==> config.mk <==
export PLATFORM = sky130hd
export DESIGN_NAME = can_rx_frame_decoder
export DESIGN_NICKNAME = d
export VERILOG_FILES = /design/src/rtl/can_pkg.sv /design/src/rtl/can_crc15.sv /design/src/rtl/can_rx_frame_decoder.sv
export SDC_FILE = /design/constraint.sdc
export NUM_CORES = 1
export LEC_CHECK = 0
export ABC_AREA = 1
export BUFFER_PORTS_ARGS = -buffer_cell sky130_fd_sc_hd__buf_2
export CAP_MARGIN = 20
export CORE_MARGIN = 2
export CORE_UTILIZATION = 60
export CTS_CLUSTER_DIAMETER = 100
export DETAILED_ROUTE_END_ITERATION = 7
export PLACE_DENSITY = 0.83
export SLEW_MARGIN = 30
export SYNTH_ARGS = -nofsm -noshare
export SYNTH_HDL_FRONTEND = slang
export SYNTH_HIERARCHICAL = 1
export SYNTH_SLANG_ARGS = --single-unit
==> constraint.sdc <==
create_clock -name can_clk -period 2.34 [get_ports can_clk]
set_input_delay 0.468 -clock can_clk [delete_from_list [all_inputs] [get_ports can_clk]]
set_output_delay 0.468 -clock can_clk [all_outputs]
set_load 0.01 [all_outputs]
==> src/rtl/can_pkg.sv <==
// Shared CAN definitions: receive FSM states, frame field sizes and the CRC-15 step.
package can_pkg;

  typedef enum logic [3:0] {
    StIdle, StArb, StCtrl, StData, StCrc, StCrcDel, StAck, StEof, StError
  } can_state_e;

  localparam logic [14:0] CRC15_POLY  = 15'h4599;
  localparam int unsigned ID_BITS     = 11;
  localparam int unsigned EOF_BITS    = 7;
  localparam int unsigned STUFF_LIMIT = 5;
  localparam int unsigned CRC_BITS    = 15;

  function automatic logic [14:0] crc15_step(input logic [14:0] crc, input logic b);
    logic [14:0] nxt;
    nxt = {crc[13:0], 1'b0};
    if (b ^ crc[14]) nxt = nxt ^ CRC15_POLY;
    return nxt;
  endfunction

endpackage

==> src/rtl/can_crc15.sv <==
// Serial CRC-15 accumulator; clear and a feed on the same cycle restart from zero with that bit.
module can_crc15
  import can_pkg::*;
(
  input  logic        can_clk,
  input  logic        reset,
  input  logic        clear,
  input  logic        bit_en,
  input  logic        data_bit,
  output logic [14:0] crc
);

  logic [14:0] crc_q, crc_d, base;

  always_comb begin
    base  = clear ? '0 : crc_q;
    crc_d = bit_en ? crc15_step(base, data_bit) : base;
  end

  always_ff @(posedge can_clk) begin
    if (reset) crc_q <= '0;
    else       crc_q <= crc_d;
  end

  assign crc = crc_q;

endmodule

==> src/rtl/can_rx_frame_decoder.sv <==
// Standard-format CAN receive decoder: destuffs, checks CRC-15 and framing, presents held fields.
module can_rx_frame_decoder
  import can_pkg::*;
#(
  parameter int unsigned MAX_BYTES = 8,
  parameter int unsigned IDLE_BITS = 11
) (
  input  logic                   can_clk,
  input  logic                   reset,
  input  logic                   bit_en,
  input  logic                   rx_bit,
  output logic                   busy,
  output logic                   frame_valid,
  output logic [10:0]            frame_id,
  output logic                   frame_rtr,
  output logic [3:0]             frame_dlc,
  output logic [8*MAX_BYTES-1:0] frame_data,
  output logic                   stuff_err,
  output logic                   crc_err,
  output logic                   form_err
);

  localparam int unsigned DataW = 8 * MAX_BYTES;
  localparam int unsigned IdxW  = $clog2(DataW);
  localparam int unsigned CntW  = 8;

  localparam logic [CntW-1:0] RtrCnt   = CntW'(ID_BITS);
  localparam logic [CntW-1:0] DlcLast  = CntW'(5);
  localparam logic [CntW-1:0] CrcLast  = CntW'(CRC_BITS - 1);
  localparam logic [CntW-1:0] EofLast  = CntW'(EOF_BITS - 1);
  localparam logic [CntW-1:0] IdleLast = CntW'(IDLE_BITS - 1);
  localparam logic [2:0]      StuffLim = 3'(STUFF_LIMIT);
  localparam logic [3:0]      MaxBytes = 4'(MAX_BYTES);

  can_state_e        state_q, state_d;
  logic [CntW-1:0]   cnt_q, cnt_d, data_bits_q, data_bits_d;
  logic [2:0]        run_q, run_d;
  logic              last_q, last_d;
  logic [10:0]       id_q, id_d;
  logic              rtr_q, rtr_d;
  logic [3:0]        dlc_q, dlc_d;
  logic [DataW-1:0]  data_q, data_d;
  logic [14:0]       crc_rx_q, crc_rx_d;

  logic              valid_q, valid_d, stuff_err_q, stuff_err_d;
  logic              crc_err_q, crc_err_d, form_err_q, form_err_d;
  logic [10:0]       fid_q, fid_d;
  logic              frtr_q, frtr_d;
  logic [3:0]        fdlc_q, fdlc_d;
  logic [DataW-1:0]  fdata_q, fdata_d;

  logic              crc_clear, crc_feed, stuff_bit, in_window;
  logic [14:0]       crc_calc;
  logic [IdxW-1:0]   data_idx;
  logic [3:0]        nbytes;

  can_crc15 u_crc (
    .can_clk  (can_clk),
    .reset    (reset),
    .clear    (crc_clear),
    .bit_en   (crc_feed),
    .data_bit (rx_bit),
    .crc      (crc_calc)
  );

  assign data_idx  = IdxW'(DataW - 1) - IdxW'(cnt_q);
  assign in_window = (state_q == StArb) || (state_q == StCtrl) ||
                     (state_q == StData) || (state_q == StCrc);

  always_comb begin
    state_d     = state_q;
    cnt_d       = cnt_q;
    data_bits_d = data_bits_q;
    run_d       = run_q;
    last_d      = last_q;
    id_d        = id_q;
    rtr_d       = rtr_q;
    dlc_d       = dlc_q;
    data_d      = data_q;
    crc_rx_d    = crc_rx_q;
    fid_d       = fid_q;
    frtr_d      = frtr_q;
    fdlc_d      = fdlc_q;
    fdata_d     = fdata_q;
    valid_d     = 1'b0;
    stuff_err_d = 1'b0;
    crc_err_d   = 1'b0;
    form_err_d  = 1'b0;
    crc_clear   = 1'b0;
    crc_feed    = 1'b0;
    stuff_bit   = 1'b0;
    nbytes      = '0;

    if (bit_en) begin
      // Stuff tracking runs ahead of field decoding so a bad stuff bit wins over any field error.
      if (in_window) begin
        if (run_q == StuffLim) begin
          stuff_bit = 1'b1;
          if (rx_bit == last_q) begin
            stuff_err_d = 1'b1;
            state_d     = StError;
            cnt_d       = '0;
          end else begin
            last_d = rx_bit;
            run_d  = 3'd1;
          end
        end else if (rx_bit == last_q) begin
          run_d = run_q + 3'd1;
        end else begin
          run_d  = 3'd1;
          last_d = rx_bit;
        end
      end

      if (!stuff_bit) begin
        unique case (state_q)
          StIdle: begin
            if (!rx_bit) begin
              state_d   = StArb;
              cnt_d     = '0;
              run_d     = 3'd1;
              last_d    = 1'b0;
              crc_clear = 1'b1;
              crc_feed  = 1'b1;
              id_d      = '0;
              rtr_d     = 1'b0;
              dlc_d     = '0;
              data_d    = '0;
              crc_rx_d  = '0;
            end
          end
          StArb: begin
            crc_feed = 1'b1;
            if (cnt_q < RtrCnt) begin
              id_d  = {id_q[9:0], rx_bit};
              cnt_d = cnt_q + 1'b1;
            end else begin
              rtr_d   = rx_bit;
              state_d = StCtrl;
              cnt_d   = '0;
            end
          end
          StCtrl: begin
            crc_feed = 1'b1;
            cnt_d    = cnt_q + 1'b1;
            if (cnt_q == '0 && rx_bit) begin
              form_err_d = 1'b1;
              state_d    = StError;
              cnt_d      = '0;
            end else if (cnt_q >= CntW'(2)) begin
              dlc_d = {dlc_q[2:0], rx_bit};
              if (cnt_q == DlcLast) begin
                nbytes      = (dlc_d > MaxBytes) ? MaxBytes : dlc_d;
                data_bits_d = {1'b0, nbytes, 3'b000};
                cnt_d       = '0;
                state_d     = (rtr_q || dlc_d == 4'd0) ? StCrc : StData;
              end
            end
          end
          StData: begin
            crc_feed         = 1'b1;
            data_d[data_idx] = rx_bit;
            cnt_d            = cnt_q + 1'b1;
            if (cnt_q == data_bits_q - 1'b1) begin
              state_d = StCrc;
              cnt_d   = '0;
            end
          end
          StCrc: begin
            crc_rx_d = {crc_rx_q[13:0], rx_bit};
            cnt_d    = cnt_q + 1'b1;
            if (cnt_q == CrcLast) begin
              state_d = StCrcDel;
              cnt_d   = '0;
            end
          end
          StCrcDel: begin
            state_d = StAck;
            if (crc_rx_q != crc_calc) begin
              crc_err_d = 1'b1;
              state_d   = StError;
            end else if (!rx_bit) begin
              form_err_d = 1'b1;
              state_d    = StError;
            end
          end
          StAck: begin
            if (cnt_q == '0) begin
              cnt_d = CntW'(1);
            end else if (!rx_bit) begin
              form_err_d = 1'b1;
              state_d    = StError;
              cnt_d      = '0;
            end else begin
              state_d = StEof;
              cnt_d   = '0;
            end
          end
          StEof: begin
            if (!rx_bit) begin
              form_err_d = 1'b1;
              state_d    = StError;
              cnt_d      = '0;
            end else if (cnt_q == EofLast) begin
              valid_d = 1'b1;
              fid_d   = id_q;
              frtr_d  = rtr_q;
              fdlc_d  = dlc_q;
              fdata_d = data_q;
              state_d = StIdle;
              cnt_d   = '0;
            end else begin
              cnt_d = cnt_q + 1'b1;
            end
          end
          StError: begin
            if (!rx_bit) begin
              cnt_d = '0;
            end else if (cnt_q == IdleLast) begin
              state_d = StIdle;
              cnt_d   = '0;
            end else begin
              cnt_d = cnt_q + 1'b1;
            end
          end
          default: state_d = StIdle;
        endcase
      end
    end
  end

  always_ff @(posedge can_clk) begin
    if (reset) begin
      state_q     <= StIdle;
      cnt_q       <= '0;
      data_bits_q <= '0;
      run_q       <= '0;
      last_q      <= 1'b0;
      id_q        <= '0;
      rtr_q       <= 1'b0;
      dlc_q       <= '0;
      data_q      <= '0;
      crc_rx_q    <= '0;
      valid_q     <= 1'b0;
      stuff_err_q <= 1'b0;
      crc_err_q   <= 1'b0;
      form_err_q  <= 1'b0;
      fid_q       <= '0;
      frtr_q      <= 1'b0;
      fdlc_q      <= '0;
      fdata_q     <= '0;
    end else begin
      state_q     <= state_d;
      cnt_q       <= cnt_d;
      data_bits_q <= data_bits_d;
      run_q       <= run_d;
      last_q      <= last_d;
      id_q        <= id_d;
      rtr_q       <= rtr_d;
      dlc_q       <= dlc_d;
      data_q      <= data_d;
      crc_rx_q    <= crc_rx_d;
      valid_q     <= valid_d;
      stuff_err_q <= stuff_err_d;
      crc_err_q   <= crc_err_d;
      form_err_q  <= form_err_d;
      fid_q       <= fid_d;
      frtr_q      <= frtr_d;
      fdlc_q      <= fdlc_d;
      fdata_q     <= fdata_d;
    end
  end

  assign busy        = (state_q != StIdle);
  assign frame_valid = valid_q;
  assign frame_id    = fid_q;
  assign frame_rtr   = frtr_q;
  assign frame_dlc   = fdlc_q;
  assign frame_data  = fdata_q;
  assign stuff_err   = stuff_err_q;
  assign crc_err     = crc_err_q;
  assign form_err    = form_err_q;

endmodule

[Word level (Yosys, flattened, before mapping)]
Cells that the tools add are included.
Word-level totals
  bits in registers: 214
  word-level logic and storage cells: 173
Cells by class
  add/subtract/negate cells: 4
  magnitude comparators: 5
  equal/unequal tests: 21
  mux-type cells: 88
  bitwise logic cells: 10
  reduce and logical (&&, ||, !) cells: 26
Operators by type and width (count)
  one-hot mux 64 bit (2 select lines): 1
  2-to-1 mux 8 bit: 15
  2-to-1 mux 4 bit: 23
  bitwise mux 64 bit: 1
  2-to-1 mux 64 bit: 1
  one-hot mux 8 bit (8 select lines): 1
  2-to-1 mux 15 bit: 4
  one-hot mux 4 bit (9 select lines): 1
  one-hot mux 15 bit (2 select lines): 1
  2-to-1 mux 1 bit: 24
  2-to-1 mux 3 bit: 8
  2-to-1 mux 11 bit: 2
  one-hot mux 11 bit (2 select lines): 1
  equality test 4 x 3 -> 1 bit (second input constant): 4
  equality test 8 x 3 -> 1 bit (second input constant): 2
  equality test 8 x 4 -> 1 bit (second input constant): 2
  != test 15 bit: 1
  AND reduction 5 bit: 3
  AND reduction 6 bit: 2
  adder 8 x 1 -> 8 bit (second input constant): 1
  equality test 4 x 2 -> 1 bit (second input constant): 2
  equality test 8 bit: 1
  greater-or-equal comparator 8 x 2 -> 1 bit (second input constant): 1
  logical NOT 4 bit: 2
  29 further kinds: 50

[Logic depth before layout (Yosys ltp)]
Gate-level depths: netlist (run 1).
  depth after elaboration: 12
  depth in mapped cells: 15

[Cells and area by module]
Netlist (run 1), hierarchy kept.
By module, submodules not included
  can_rx_frame_decoder: instances 1, cells an instance 1337, area each 9080.0 um^2, seq. area each 3983.8 um^2
  can_crc15: instances 1, cells an instance 103, area each 768.2 um^2, seq. area each 300.3 um^2

[Least setup slack after synthesis (run 1)]
No wires, ideal clock.
  kind: register -> register
  start point: register cnt_q[0]
  end point: register fdata_q[63], in the netlist frame_data[63]
  setup time: 0.118 ns
  arrival time: 1.687 ns
  required time: 2.222 ns
  path slack: 0.535 ns
  cell stages (with the launch flop): 10
  buffers on the path: 2
  cell sequence: dfxtp_1 -> inv_1 -> ha_1 -> nand3_1 -> nor2_1 -> nand3_2 -> clkbuf_1 -> buf_2 -> nor3_1 -> nor2_1
Between the ends
  cells in the longest elaborated chain, start to end: 2
RTL lines
  start, declared: RTL line can_rx_frame_decoder.sv:36  | logic [CntW-1:0] cnt_q, cnt_d, data_bits_q, data_bits_d;
  start signal, assigned: RTL line can_rx_frame_decoder.sv:254  | cnt_q <= cnt_d;
  equality test 8 x 3 -> 1 bit: RTL line can_rx_frame_decoder.sv:204  | end else if (cnt_q == EofLast) begin
  AND reduction 5 bit (no source line)
  end signal, assigned: RTL line can_rx_frame_decoder.sv:270  | fdata_q <= fdata_d;
  end, declared: RTL line can_rx_frame_decoder.sv:50  | logic [DataW-1:0] fdata_q, fdata_d;
No other way between the ends.
A chain may end at the register's enable or synchronous reset.

[Worst setup path after layout (run 1)]
  start point: register state_q[3]
  end point: register dlc_q[3]
Between the ends
  cells in the longest elaborated chain, start to end: 8
RTL lines
  start, declared: RTL line can_rx_frame_decoder.sv:35  | can_state_e state_q, state_d;
  start signal, assigned: RTL line can_rx_frame_decoder.sv:234  | state_q <= StIdle;
  start signal, assigned: RTL line can_rx_frame_decoder.sv:253  | state_q <= state_d;
  equality test 4 x 1 -> 1 bit / equality test 4 x 2 -> 1 bit (equally long branches): RTL line can_rx_frame_decoder.sv:67, can_rx_frame_decoder.sv:116
  logical OR 1 bit (2 in series): RTL line can_rx_frame_decoder.sv:67  | assign in_window = (state_q == StArb) || (state_q == StCtrl) ||
  logical OR 1 bit: RTL line can_rx_frame_decoder.sv:68  | (state_q == StData) || (state_q == StCrc);
  2-to-1 mux 1 bit: RTL line can_rx_frame_decoder.sv:96  | if (in_window) begin
  2-to-1 mux 1 bit: RTL line can_rx_frame_decoder.sv:94  | if (bit_en) begin
  NOT 1 bit (no source line)
  AND reduction 6 bit (no source line)
  end signal, assigned: RTL line can_rx_frame_decoder.sv:260  | dlc_q <= dlc_d;
  end, declared: RTL line can_rx_frame_decoder.sv:41  | logic [3:0] dlc_q, dlc_d;
Several ways; a longest one is shown, not always the timed one. The select of a mux whose other input is x is not followed.

==> results.md, run 1 <==
Critical path:
- Data on the critical path is required at its endpoint by 2.78 ns.
- The number of cells traversed by the worst register-to-register path is 11.
- The critical path goes through inv_2, nand2_2, nor2_1, nand2_1, buf_4, a21oi_1, buf_4, nand2_1, inv_1, nand3_1, a21oi_1.
- The reg2reg setup slack is 0.15 ns.
- The capturing point of the worst reg2reg path is dlc_q[3]$_SDFFE_PP0P_.
- The largest fanout on the critical path is 17.
- The type of the worst setup path is reg2reg.
- The data arrival time of the worst path is 2.63 ns.
- The worst setup path is captured at a flop.
- In this design, the stage delay of the slowest critical-path cell is approximately 0.36 ns.
- The worst register-to-register path begins at state_q[3]$_SDFFE_PP0P_.
- The critical path startpoint category is a flop.
- The cell at the slowest stage of the critical path is sky130_fd_sc_hd__dfxtp_1.

Clocking:
- The longest clock path from root to sink contains 3 buffers.
- The clock-pin slew of the registers on the worst-case setup and hold paths is roughly 0.06 ns.
- The clock tree from TritonCTS is done.
- The insertion delay to the later sink of the worst-skew pair is 0.51 ns.
- CTS saw between 200 and 250 sinks.
- The total number of H-tree levels is 1.
- In this run, CTS created clock tree buffers numbering 23.
- The buffer cell driving the clock tree root is sky130_fd_sc_hd__clkbuf_16.
- The number of setup buffers added after CTS is 0.

STA:
- Setup repair after global routing left no endpoint under its margin.
- The number of max-slew violations in the final report is 0.
- For the pin with the worst max-slew slack, the measured transition is 0.6086 ns.
- Of the available clock period, the critical path in the final layout requires 0.9353.
- The normalized max-slew margin is 0.5943.
- The total count of hold-check failures in the final report came to 0.
- The final total negative setup slack is 0 ns.
- After layout, the worst setup slack is about 0.15 ns.
- The worst-case clock skew is 0.01223 ns.
- The minimum clock period is 2.189 ns.
- The highest attainable clock frequency is 0.4569 GHz.
- Setup violations remaining at the end of the flow were counted as 0.

Floorplanning:
- The die span in x is between 100 and 150 um.
- The initial core utilization is 0.6177.
- The area enclosed by the die boundary is approximately 17000 um2.
- The vertical die dimension is approximately 130 um.
- The number of placed I/O pins is slightly below 90.
- The area of the core region is between 15000 and 20000 um2.
- The site row count is 46.

Layout:
- The number of nets in the layout is approximately 1500.
- Excluding fillers, the count of instances in the completed layout stands at roughly 1700.
- The number of fill cells is 1356.
- The diode insertion count for antenna repair is 0.
- With fillers left out, the area of the finished cells amounts to 11160 um2.
- Leaving out fill and tap cells, the most frequent cell in the layout is sky130_fd_sc_hd__nand2_1.
- Of the cells placed in the final design, the portion with a size suffix greater than 1 is 0.1193.
- Leaving out fill and tap cells, the most frequent cells in the layout are sky130_fd_sc_hd__nand2_1, sky130_fd_sc_hd__dfxtp_1, sky130_fd_sc_hd__nor2_1, sky130_fd_sc_hd__o21ai_0, sky130_fd_sc_hd__a21oi_1.
- At the end of the flow the core is filled with cells to 0.7002.
- The area added between synthesis and finish is 13.35%.

Synthesis:
- The share of the Yosys chip area taken by registers is 0.4350.
- The number of enable flip-flop cells after synthesis is 0.
- The cell area after synthesis is ~9800 um2.
- The most used flip-flop cell after synthesis is sky130_fd_sc_hd__dfxtp_1.
- The async set or reset register ratio after synthesis is 0.
- The synthesized instance count is between 1000 and 1500.
- The number of warnings issued by yosys is 6.
- The number of nets in the synthesized netlist is around 1500.
- The average footprint of a synthesized cell is 6.839 um2.
- The flip-flop and latch count after synthesis is between 200 and 250.
- The number of different library cells used by synthesis comes to 38.

Min path:
- The number of cells on the worst hold path is 2.
- The worst min-delay path category is in2reg.
- The capture endpoint of the worst hold path is run_q[1]$_SDFFE_PP0P_.
- The worst hold path begins at reset.

Power:
- The static leakage is 0.004603 uW.
- Power spread over the standard cell area amounts to between 700 and 800 nW/um2.
- The share of total power dissipated in combinational logic is 0.084.
- The fraction of power spent switching nets is 0.2510.
- The internal power consumption is ~5900 uW.
- The power share of the sequential group is 0.472.
- The share of total power dissipated in the clock network is 0.444.
- IR analysis of the VDD net gives a maximum drop of approximately 550 uV.
- The analysis attributes to net switching a power of 1985 uW.

Placed design:
- The minimum setup slack after placement is roughly 0.21 ns.
- After detailed placement, the total cell area comes to ~10000 um2.
- The placer's final routability congestion estimate is roughly 1.
- The number of placed cells counting well taps is roughly 1700.
- The number of buffers inserted by port buffering is 88.
- The final HPWL from detailed placement is ~17000 um.

Flow run:
- The tool flagged a number of max-cap violations equal to 0.

GRT:
- Summed over all layers, the global routing overflow is 0.
- The via count of the first global-routing pass is approximately 9000.
- Entering global routing, the biggest net connects just over 90 pins.
- The total routing resource utilization after global routing is 0.2884.
- The initial antenna violation count is 0.
- The first global-routing pass estimated 42700 um of wire.

Routing:
- The vias after detailed routing is around 9700.
- The number of search-and-repair iterations in the first detailed-routing pass is 5.
- The residual antenna-violating net count after detailed routing is 0.
- After detailed routing, the average wire length per cell comes to 14.97 um.
- Using the TritonRoute via totals, the vias-per-cell ratio works out to 5.600.
- The final wirelength is about 26000 um.
- In the routed design, unresolved DRC markers number 0.
- The number of design-rule violations left by the first detailed-router iteration is around 920.

Outcome:
- The run finished with clean final reports.
-- layer usage --
layer  vias up  part of all wire  track usage
li1       4832                 -            -
met4         0             0.025      0.09783
met1      4457              0.44       0.4073
met3        56             0.070      0.03576
met5         -                 0            0
met2       359              0.46       0.4580
-- how the worst max path moves through the flow --
stage / start / end / slack, ns / cells after the start
floorplan: cnt_q[0]$_SDFFE_PP0P_ / frame_data[63]$_SDFFE_PP0P_ / 0.54 / 9
global placement: rx_bit / state_q[0]$_SDFFE_PP0P_ / 0.21 / 14
detailed placement: rx_bit / cnt_q[0]$_SDFFE_PP0P_ / 0.21 / 11
CTS: cnt_q[0]$_SDFFE_PP0P_ / data_bits_q[3]$_SDFFE_PP0P_ / 0.19 / 10
global route: cnt_q[1]$_SDFFE_PP0P_ / frame_data[18]$_SDFFE_PP0P_ / 0.01 / 8
finish: state_q[3]$_SDFFE_PP0P_ / dlc_q[3]$_SDFFE_PP0P_ / 0.15 / 11
-- cell type report --
cell class | count | area [um2] | area share
clock inverter | 8 | 81.33 | 0.007285
clock buffer | 34 | 646.9 | 0.05795
inverter | 98 | 370.4 | 0.03318
tap | 216 | 270.3 | 0.02421
timing repair buffer | 114 | 720.7 | 0.06456
sequential | 214 | 4284 | 0.3838
multi-input combinational | 1049 | 4790 | 0.4291
-- through the flow --
step / hold slack, ns / power, uW
floorplan: 0.4298 / 4289
global placement: 0.4471 / 4446
detailed placement: 0.4518 / 4453
CTS: 0.2361 / 7937
global route: 0.2541 / 8173
finish: 0.2528 / 7909
-- worst max-delay path, delay by kind of cell (launching register included) --
kind / cells / cell delay [ns]
AO/OA/AOI/OAI: 2 / 0.31
buffers and inverters: 4 / 0.71
flip-flops: 1 / 0.36
AND/OR/NAND/NOR: 5 / 0.73
-- state kept, by name, indices dropped and copies added, names as in the netlist, 3 cells and up --
signal	flops
cnt_q	8
crc_rx_q	15
data_bits_q	4
data_q	64
dlc_q	4
frame_data	64
frame_dlc	4
frame_id	11
id_q	11
run_q	3
state_q	4
u_crc/crc	15
-- logic make-up (layout without fill, tap and decap cells) --
kind of cell	count (synthesis)	count (layout)	share of synthesized area
simple gates	720	720	0.3036
fa+ha+maj	7	7	0.008893
compound gates	317	317	0.1673
buf+inv	177	254	0.08068
xor+xnor	5	5	0.004447
flops	214	214	0.4350
-- Yosys cell counts, types with 4 or more instances --
cell type	instances	area (um2)
sky130_fd_sc_hd__buf_4	4	30.03
sky130_fd_sc_hd__o22ai_1	5	31.28
sky130_fd_sc_hd__a21oi_1	131	655.6
sky130_fd_sc_hd__clkbuf_2	5	25.02
sky130_fd_sc_hd__nor2_2	6	37.54
sky130_fd_sc_hd__inv_1	87	326.6
sky130_fd_sc_hd__clkbuf_1	42	157.7
sky130_fd_sc_hd__xor2_1	4	35.03
sky130_fd_sc_hd__nor2_1	215	807.0
sky130_fd_sc_hd__o21ai_0	157	785.8
sky130_fd_sc_hd__nand2_1	338	1269
sky130_fd_sc_hd__buf_6	9	101.4
sky130_fd_sc_hd__nor3_1	79	395.4
sky130_fd_sc_hd__dfxtp_1	214	4284
sky130_fd_sc_hd__buf_2	18	90.09
sky130_fd_sc_hd__nand3_1	59	295.3
sky130_fd_sc_hd__nand2_2	5	31.28
sky130_fd_sc_hd__ha_1	7	87.58
sky130_fd_sc_hd__o21ai_1	6	30.03
sky130_fd_sc_hd__nand4_1	9	56.30
sky130_fd_sc_hd__a211oi_1	8	60.06
sky130_fd_sc_hd__inv_2	7	26.28
-- what timing repair did --
item,in CTS,in global routing
endpoints found under the setup margin,0,12
resized for setup,0,3
hold buffers,0,0
-- power groups by stage --
stage	Combinational (uW)	Sequential, uW	Clock (uW)
2_1_floorplan	488	3800	0
3_3_place_gp	635	3810	0
3_5_place_dp	639	3810	0
4_1_cts	647	3730	3560
5_1_grt	742	3740	3690
6_report	667	3730	3510
(Power assumes the default switching activity.)
==> inputs of run 2 (changes only) <==
PLACE_DENSITY = 0.87   (was 0.83)
==> run 2 against run 1 <==
- worst setup slack barely moved
- sequential power barely moved
- clock-buffer cell count decreased by 2
- die area is the same
- via count grew 0.22%
- clock power increased by 3%
- maximum frequency about the same
- routed wire length decreased by 1.3%
- worst hold slack better by 0.12 ns
- utilization rose by 0.17 points
- cell count stayed put
- combinational power is 1% lower
- critical endpoint is now frame_id[10]$_SDFFE_PP0P_
- largest cell class unchanged
==> results.md, run 2 (synthesis gave the netlist of run 1 again) <==
Outcome:
- The flow ran to the end, and the final reports show no timing, DRC or antenna violations.

Routing:
- The number of search-and-repair iterations in the first detailed-routing pass is 8 (+3).
- The residual antenna-violating net count after detailed routing was 0 (unchanged).
- The via density per instance is 5.612 (+0.22%).
- The number of DRC violations after detailed routing came to 0 (unchanged).
- The vias after detailed routing is 9725 (+0.22%).
- The final wirelength is 25620 um (-1.3%).
- The final routed wire length divided by cell count is 14.78 um (-1.3%).
- The number of design-rule violations left by the first detailed-router iteration came to 997 (+8.6%).

GRT:
- The global-route wire length before repair was 42640 um (-0.15%).
- The total congestion overflow after global routing is 0 (unchanged).
- The total routing resource utilization after global routing is 0.2865 (-0.001851).
- The pin count of the biggest net entering global routing is 89 (-2.2%).
- The initial antenna violation count was 0 (unchanged).
- The via count of the first global-routing pass is 8833 (-0.64%).

Critical path:
- The cell at the slowest stage of the critical path is sky130_fd_sc_hd__dfxtp_1.
- The critical path capture point type is a flop.
- The number of buffer and inverter instances along the worst setup path was 1 (-3).
- The worst setup path is launched from a flop.
- The peak per-stage delay on the critical path is 0.45 ns (+0.09 ns).
- The worst setup path is of the reg2reg kind.
- On the critical path the largest part of the delay comes from simple AND/OR/NAND/NOR gates.
- The critical path required time came to 2.77 ns (about the same).
- The largest fanout on the critical path came to 54 (+37).
- The data arrival time of the worst path was 2.62 ns (about the same).
- The critical path goes through ha_1, nand3_1, nor2_1, nand3_2, nor2_4, buf_12, o21ai_0, nor2_1.
- The cell that appears most often on the critical path is sky130_fd_sc_hd__nor2_1.

Layout:
- The layout cell share with drive strength beyond 1 came to 0.1213 (+0.001978).
- The commonest non-fill, non-tap cell in the layout is sky130_fd_sc_hd__nand2_1.
- The number of fill cells is 1293 (-4.6%).
- The number of nets in the layout is 1513 (+0.13%).
- From synthesis to final layout, the design area changed by 13.63%.
- The diode insertion count for antenna repair is 0 (unchanged).
- The final cell area excluding filler cells is 11190 um2 (+0.25%).
- The library cells used most frequently in the layout, excluding fill and tap cells, are sky130_fd_sc_hd__nand2_1, sky130_fd_sc_hd__dfxtp_1, sky130_fd_sc_hd__nor2_1, sky130_fd_sc_hd__o21ai_0, sky130_fd_sc_hd__a21oi_1.

Power:
- The ratio of total power to cell area is 715.0 nW/um2 (+0.91%).
- The total power after layout is 8001 uW (+1.2%).
- The static leakage came to 0.004622 uW (+0.41%).
- The worst vdd rail ir drop is 655.2 uV (+19%).

Floorplanning:
- The number of placed I/O pins is 89 (unchanged).
- The initial core utilization is 0.6177 (unchanged).
- The vertical die dimension is 132.1 um (unchanged).
- The site row count is 46 (unchanged).
- The area of the core region is 15940 um2 (unchanged).
- The area enclosed by the die boundary is 17450 um2 (unchanged).
- The die span in x is 132.1 um (unchanged).

Clocking:
- The insertion delay to the later sink of the worst-skew pair is 0.50 ns (about the same).
- The number of setup buffers added after CTS is 0 (unchanged).
- The tree is rooted in a sky130_fd_sc_hd__clkbuf_16.
- The total number of H-tree levels was 1 (unchanged).
- The maximum clock insertion buffer count is 3 (unchanged).
- TritonCTS built the clock tree.
- The number of CTS-inserted buffers is 22 (-4.3%).
- The total number of clock tree sinks is 214 (unchanged).
- The clock-pin slew of the registers on the worst-case setup and hold paths was 0.06 ns (about the same).

Placed design:
- The total cell area at the placement stage is 10430 um2 (+0.29%).
- The number of buffers inserted by port buffering came to 88 (unchanged).
- The minimum setup slack after placement is 0.1973 ns (-0.01522 ns).
- The placer's final routability congestion estimate is 0.9664 (-2.9%).
- The final HPWL from detailed placement is 16600 um (-0.23%).

STA:
- The setup violation total in the final timing report is 0 (unchanged).
- The final worst hold slack was 0.3688 ns (+0.1159 ns).
- The worst-case clock skew came to 0.008684 ns (-0.003545 ns).
- The transition time at the pin with the least slew margin is 0.9362 ns (+0.3276 ns).
- The share of the clock period used by the worst path after layout is 0.9353 (about the same).
- The total count of hold-check failures in the final report was 0 (unchanged).
- The normalized max-slew margin came to 0.3759 (-0.2184).
- The highest attainable clock frequency is 0.4569 GHz (about the same).
- The final setup slack of the worst path came to 0.1515 ns (+0.0001340 ns).
- The number of max-slew violations in the final report is 0 (unchanged).
- The minimum clock period is 2.189 ns (-0.0001340 ns).

Flow run:
- The max capacitance violation total is 0 (unchanged).

Min path:
- The worst min-delay path category is in2reg.
[run 2: cell types whose count changed in the layout (fill, tap and decap cells not counted), sizes merged]
cell      change
clkinvlp      +1
clkinv        -2
clkbuf        -2
buf           +3
inv           -1
bufinv        +1
[run 2: layout make-up]
cell class	instances	area [um2]	area share
flip-flops and latches	214	4284	0.3828
repair buffers	117	726.9	0.06496
multi-input cells	1049	4787	0.4278
clock inverters	7	92.59	0.008274
clock buffers	32	659.4	0.05892
inverters	98	370.4	0.03309
well taps	216	270.3	0.02415
[run 2: stage by stage]
| stage | instances | utilization | TNS, ns |
|---|---|---|---|
| 2_1_floorplan | 1440 | - | 0 |
| 3_3_place_gp | 1694 | 0.6544 | 0 |
| 3_5_place_dp | 1694 | 0.6544 | 0 |
| 4_1_cts | 1733 | 0.7015 | 0 |
| 5_1_grt | 1733 | 0.7019 | -0.006152 |
| 6_report | 1733 | 0.7019 | 0 |
[run 2: worst paths after layout]
kind                           start                   endpoint  slack, ns  cells after the start
max            cnt_q[1]$_SDFFE_PP0P_  frame_id[10]$_SDFFE_PP0P_       0.15                      8
min reg2reg  data_q[41]$_SDFFE_PP0P_    data_q[41]$_SDFFE_PP0P_       0.46                      2
min                           bit_en    state_q[0]$_SDFFE_PP0P_       0.37                      4
max reg2reg    cnt_q[1]$_SDFFE_PP0P_  frame_id[10]$_SDFFE_PP0P_       0.15                      8
[run 2: repair_timing]
action,4_1_cts,5_1_grt
hold buffers,0,0
setup endpoints to repair,0,10
resized for setup,0,3
[run 2: metal layers]
layer,GRT usage,wire (um),part of all wire,vias up
met3,0.03383,1707,0.067,43
met5,0,0,0,-
met1,0.4105,11740,0.46,4470
li1,-,-,-,4834
met4,0.08031,482,0.019,0
met2,0.4580,11690,0.46,378
[run 2: report_power, final]
group / internal, uW / switching, uW / total, uW
clock: 2180 / 1430 / 3610
sequential: 3690 / 47.7 / 3740
combinational: 196 / 465 / 660
[run 2: worst reg2reg max path: cells and delay by family, from the launching register on]
family	cells	cell delay, ns
fa+ha+maj	1	0.27
flops	1	0.45
buf+inv	1	0.28
compound gates	1	0.15
simple gates	5	0.96
==> inputs of run 3 (changes only) <==
BUFFER_PORTS_ARGS = default   (was -buffer_cell sky130_fd_sc_hd__buf_2)
CORE_ASPECT_RATIO = 1.75   (was default)
DONT_BUFFER_PORTS = 1   (was default)
PLACE_DENSITY = 0.83   (was 0.87)
==> run 3 against run 2 <==
- first-iteration DRC count decreased by 49%
- largest cell class unchanged
- utilization down 5.0 points
- cell count decreased by 7.1%
- combinational power decreased by 7.3%
==> results.md, run 3 (synthesis gave the netlist of run 1 again) <==
Routing:
- The via density per instance is 5.743 (+2.3%).
- The residual antenna-violating net count after detailed routing is 0 (unchanged).
- The number of DRC violations after detailed routing is 0 (unchanged).
- The final wirelength was 25760 um (+0.53%).
- The vias after detailed routing is 9247 (-4.9%).
- The final routed wire length divided by cell count was 16.00 um (+8.2%).
- The number of design-rule violations left by the first detailed-router iteration is 510 (-49%).
- The number of search-and-repair iterations in the first detailed-routing pass is 5 (-3).

GRT:
- The initial antenna violation count is 0 (unchanged).
- The total routing resource utilization after global routing is 0.2882 (+0.001727).
- The global-route wire length before repair was 41500 um (-2.7%).
- The total congestion overflow after global routing is 0 (unchanged).
- The via count of the first global-routing pass is 8644 (-2.1%).
- The pin count of the biggest net entering global routing was 116 (+30%).

Floorplanning:
- The number of placed I/O pins is 89 (unchanged).
- The initial core utilization was 0.6074 (-0.01030).
- The area of the core region is 16210 um2 (+1.7%).
- The die span in x is 100.8 um (-24%).
- The site row count is 62 (+35%).
- The area enclosed by the die boundary came to 17490 um2 (+0.23%).
- The vertical die dimension was 173.5 um (+31%).

Critical path:
- For this design, the slowest cell found on the critical path is sky130_fd_sc_hd__dfxtp_1.
- The reg2reg setup slack is 0.17 ns (about the same).
- The path length in cells of the critical path is 10 (+2).
- The critical path required time is 2.78 ns (about the same).
- Traced cell by cell, the critical path runs through nor2_1, nand2_2, nand2_4, nand2_4, nand2_4, a21oi_1, nand2_1, inv_1, o21ai_0, a21oi_1.
- The critical path startpoint category is a flop.
- The type of the worst setup path is reg2reg.
- The number of buffer and inverter instances along the worst setup path is 1 (unchanged).
- The cell occurring most often along the worst timing path is sky130_fd_sc_hd__nand2_4.
- The critical path capture point type is a flop.
- The endpoint identified for the worst register-to-register timing path is dlc_q[0]$_SDFFE_PP0P_.
- Among cell families on the critical path, the largest total delay comes from simple AND/OR/NAND/NOR gates.
- The worst flop-to-flop path startpoint is state_q[1]$_SDFFE_PP0P_.
- The number of cells traversed by the worst register-to-register path is 10 (+2).
- The largest fanout on the critical path is 10 (-81%).
- The peak per-stage delay on the critical path is 0.47 ns (+0.02 ns).
- The data arrival time of the worst path is 2.61 ns (about the same).

Clocking:
- The total number of clock tree sinks is 214 (unchanged).
- The number of setup buffers added after CTS came to 0 (unchanged).
- The clock tree from TritonCTS is done.
- The root buffer cell chosen for the clock tree is sky130_fd_sc_hd__clkbuf_16.
- The clock-pin slew of the registers on the worst-case setup and hold paths is 0.07 ns (about the same).
- The total number of H-tree levels is 1 (unchanged).
- The maximum clock insertion buffer count was 3 (unchanged).
- The number of CTS-inserted buffers came to 20 (-9.1%).
- The insertion delay to the later sink of the worst-skew pair is 0.50 ns (about the same).

Layout:
- The library cell used most frequently in the layout, excluding fill and tap cells, is sky130_fd_sc_hd__nand2_1.
- In the layout the commonest cells are sky130_fd_sc_hd__nand2_1, sky130_fd_sc_hd__nor2_1, sky130_fd_sc_hd__dfxtp_1, sky130_fd_sc_hd__o21ai_0, sky130_fd_sc_hd__a21oi_1.
- The diode insertion count for antenna repair came to 0 (unchanged).
- The area added between synthesis and finish is 7.406%.
- The layout cell share with drive strength beyond 1 is 0.06347 (-0.05782).
- The number of fill cells is 1407 (+8.8%).
- The number of nets in the layout is 1418 (-6.3%).
- The final cell count without fillers is 1610 (-7.1%).

Min path:
- The worst hold path begins at reset.
- The number of cells on the worst hold path came to 1 (-3).
- The capture endpoint of the worst hold path is crc_rx_q[10]$_SDFFE_PP0P_.
- In this run the worst hold path is classified as in2reg.

STA:
- Setup repair after global routing left no endpoint under its margin.
- The number of max-slew violations in the final report came to 0 (unchanged).
- The minimum clock period was 2.174 ns (-0.01443 ns).
- The normalized max-slew margin was 0.5939 (+0.2180).
- The setup violation total in the final timing report was 0 (unchanged).
- The total count of hold-check failures in the final report was 0 (unchanged).
- The final worst hold slack came to 0.03000 ns (-0.3388 ns).
- The highest attainable clock frequency is 0.4600 GHz (+0.66%).
- The share of the clock period used by the worst path after layout was 0.9291 (-0.006167).
- The final total negative setup slack is 0 ns (unchanged).
- The transition time at the pin with the least slew margin came to 0.6075 ns (-0.3287 ns).
- The worst-case clock skew is 0.02440 ns (+0.01571 ns).

Power:
- The total power after layout is 7571 uW (-5.4%).
- The worst vdd rail ir drop came to 604.9 uV (-7.7%).
- The static leakage is 0.004062 uW (-12%).
- The ratio of total power to cell area is 715.7 nW/um2 (+0.11%).

Flow run:
- The max capacitance violation total is 0 (unchanged).

Placed design:
- The number of placed cells counting well taps is 1577 (-6.9%).
- The number of buffers inserted by port buffering came to 0 (-100%).
- The placer's final routability congestion estimate came to 0.9685 (+0.22%).
- The final HPWL from detailed placement came to 17680 um (+6.5%).

Outcome:
- The run finished with clean final reports.
[run 3: per-stage QoR]
| step | utilization | setup WS [ns] | cell area, um2 |
|---|---|---|---|
| after global routing | 0.6524 | 0.02076 | 10580 |
| after detailed placement | 0.6112 | 0.1227 | 9910 |
| after global placement | 0.6112 | 0.1434 | 9910 |
| final | 0.6524 | 0.1659 | 10580 |
| after CTS | 0.6513 | 0.1229 | 10560 |
| after floorplan | - | 0.5351 | 9848 |
[run 3: timing repair]
item | in CTS | in global routing
gates resized for setup | 0 | 5
hold buffers | 0 | 0
setup endpoints to repair | 0 | 20
endpoints found under the hold margin | 0 | 0
[run 3: area by class of cell]
class / instances / area, um2 / share of cell area
clock buffers: 23 / 531.8 / 0.05027
clock inverters: 10 / 118.9 / 0.01124
multi-input cells: 1049 / 4802 / 0.4540
well taps: 192 / 240.2 / 0.02271
repair buffers: 24 / 230.2 / 0.02176
flip-flops and latches: 214 / 4284 / 0.4050
inverters: 98 / 370.4 / 0.03501
[run 3: layer usage]
layer	up-vias	part of all wire	global-route usage
met1	4238	0.37	0.3178
met5	-	0	0
li1	4628	-	-
met4	0	0.059	0.1712
met2	297	0.51	0.5111
met3	84	0.053	0.04032
[run 3: worst max path at each step]
stage / startpoint / to / slack [ns]
finish: state_q[1]$_SDFFE_PP0P_ / dlc_q[0]$_SDFFE_PP0P_ / 0.17
global route: state_q[2]$_SDFFE_PP0P_ / id_q[0]$_SDFFE_PP0P_ / 0.02
CTS: cnt_q[0]$_SDFFE_PP0P_ / id_q[4]$_SDFFE_PP0P_ / 0.12
detailed placement: cnt_q[0]$_SDFFE_PP0P_ / id_q[4]$_SDFFE_PP0P_ / 0.12
global placement: cnt_q[0]$_SDFFE_PP0P_ / id_q[6]$_SDFFE_PP0P_ / 0.14
floorplan: cnt_q[0]$_SDFFE_PP0P_ / frame_data[63]$_SDFFE_PP0P_ / 0.54
[run 3: worst reg2reg max path: cells and delay by family, from the launching register on]
kind / cells / cell delay [ns]
AOI/OAI and AO/OA: 3 / 0.60
buffers and inverters: 1 / 0.14
DFF: 1 / 0.47
and+or+nand+nor: 6 / 0.91
[run 3: power breakdown]
part	switching [uW]	total, uW	internal (uW)
registers	46.8	3730	3690
clock network	1370	3220	1850
logic	426	612	187
total	1840	7570	5730
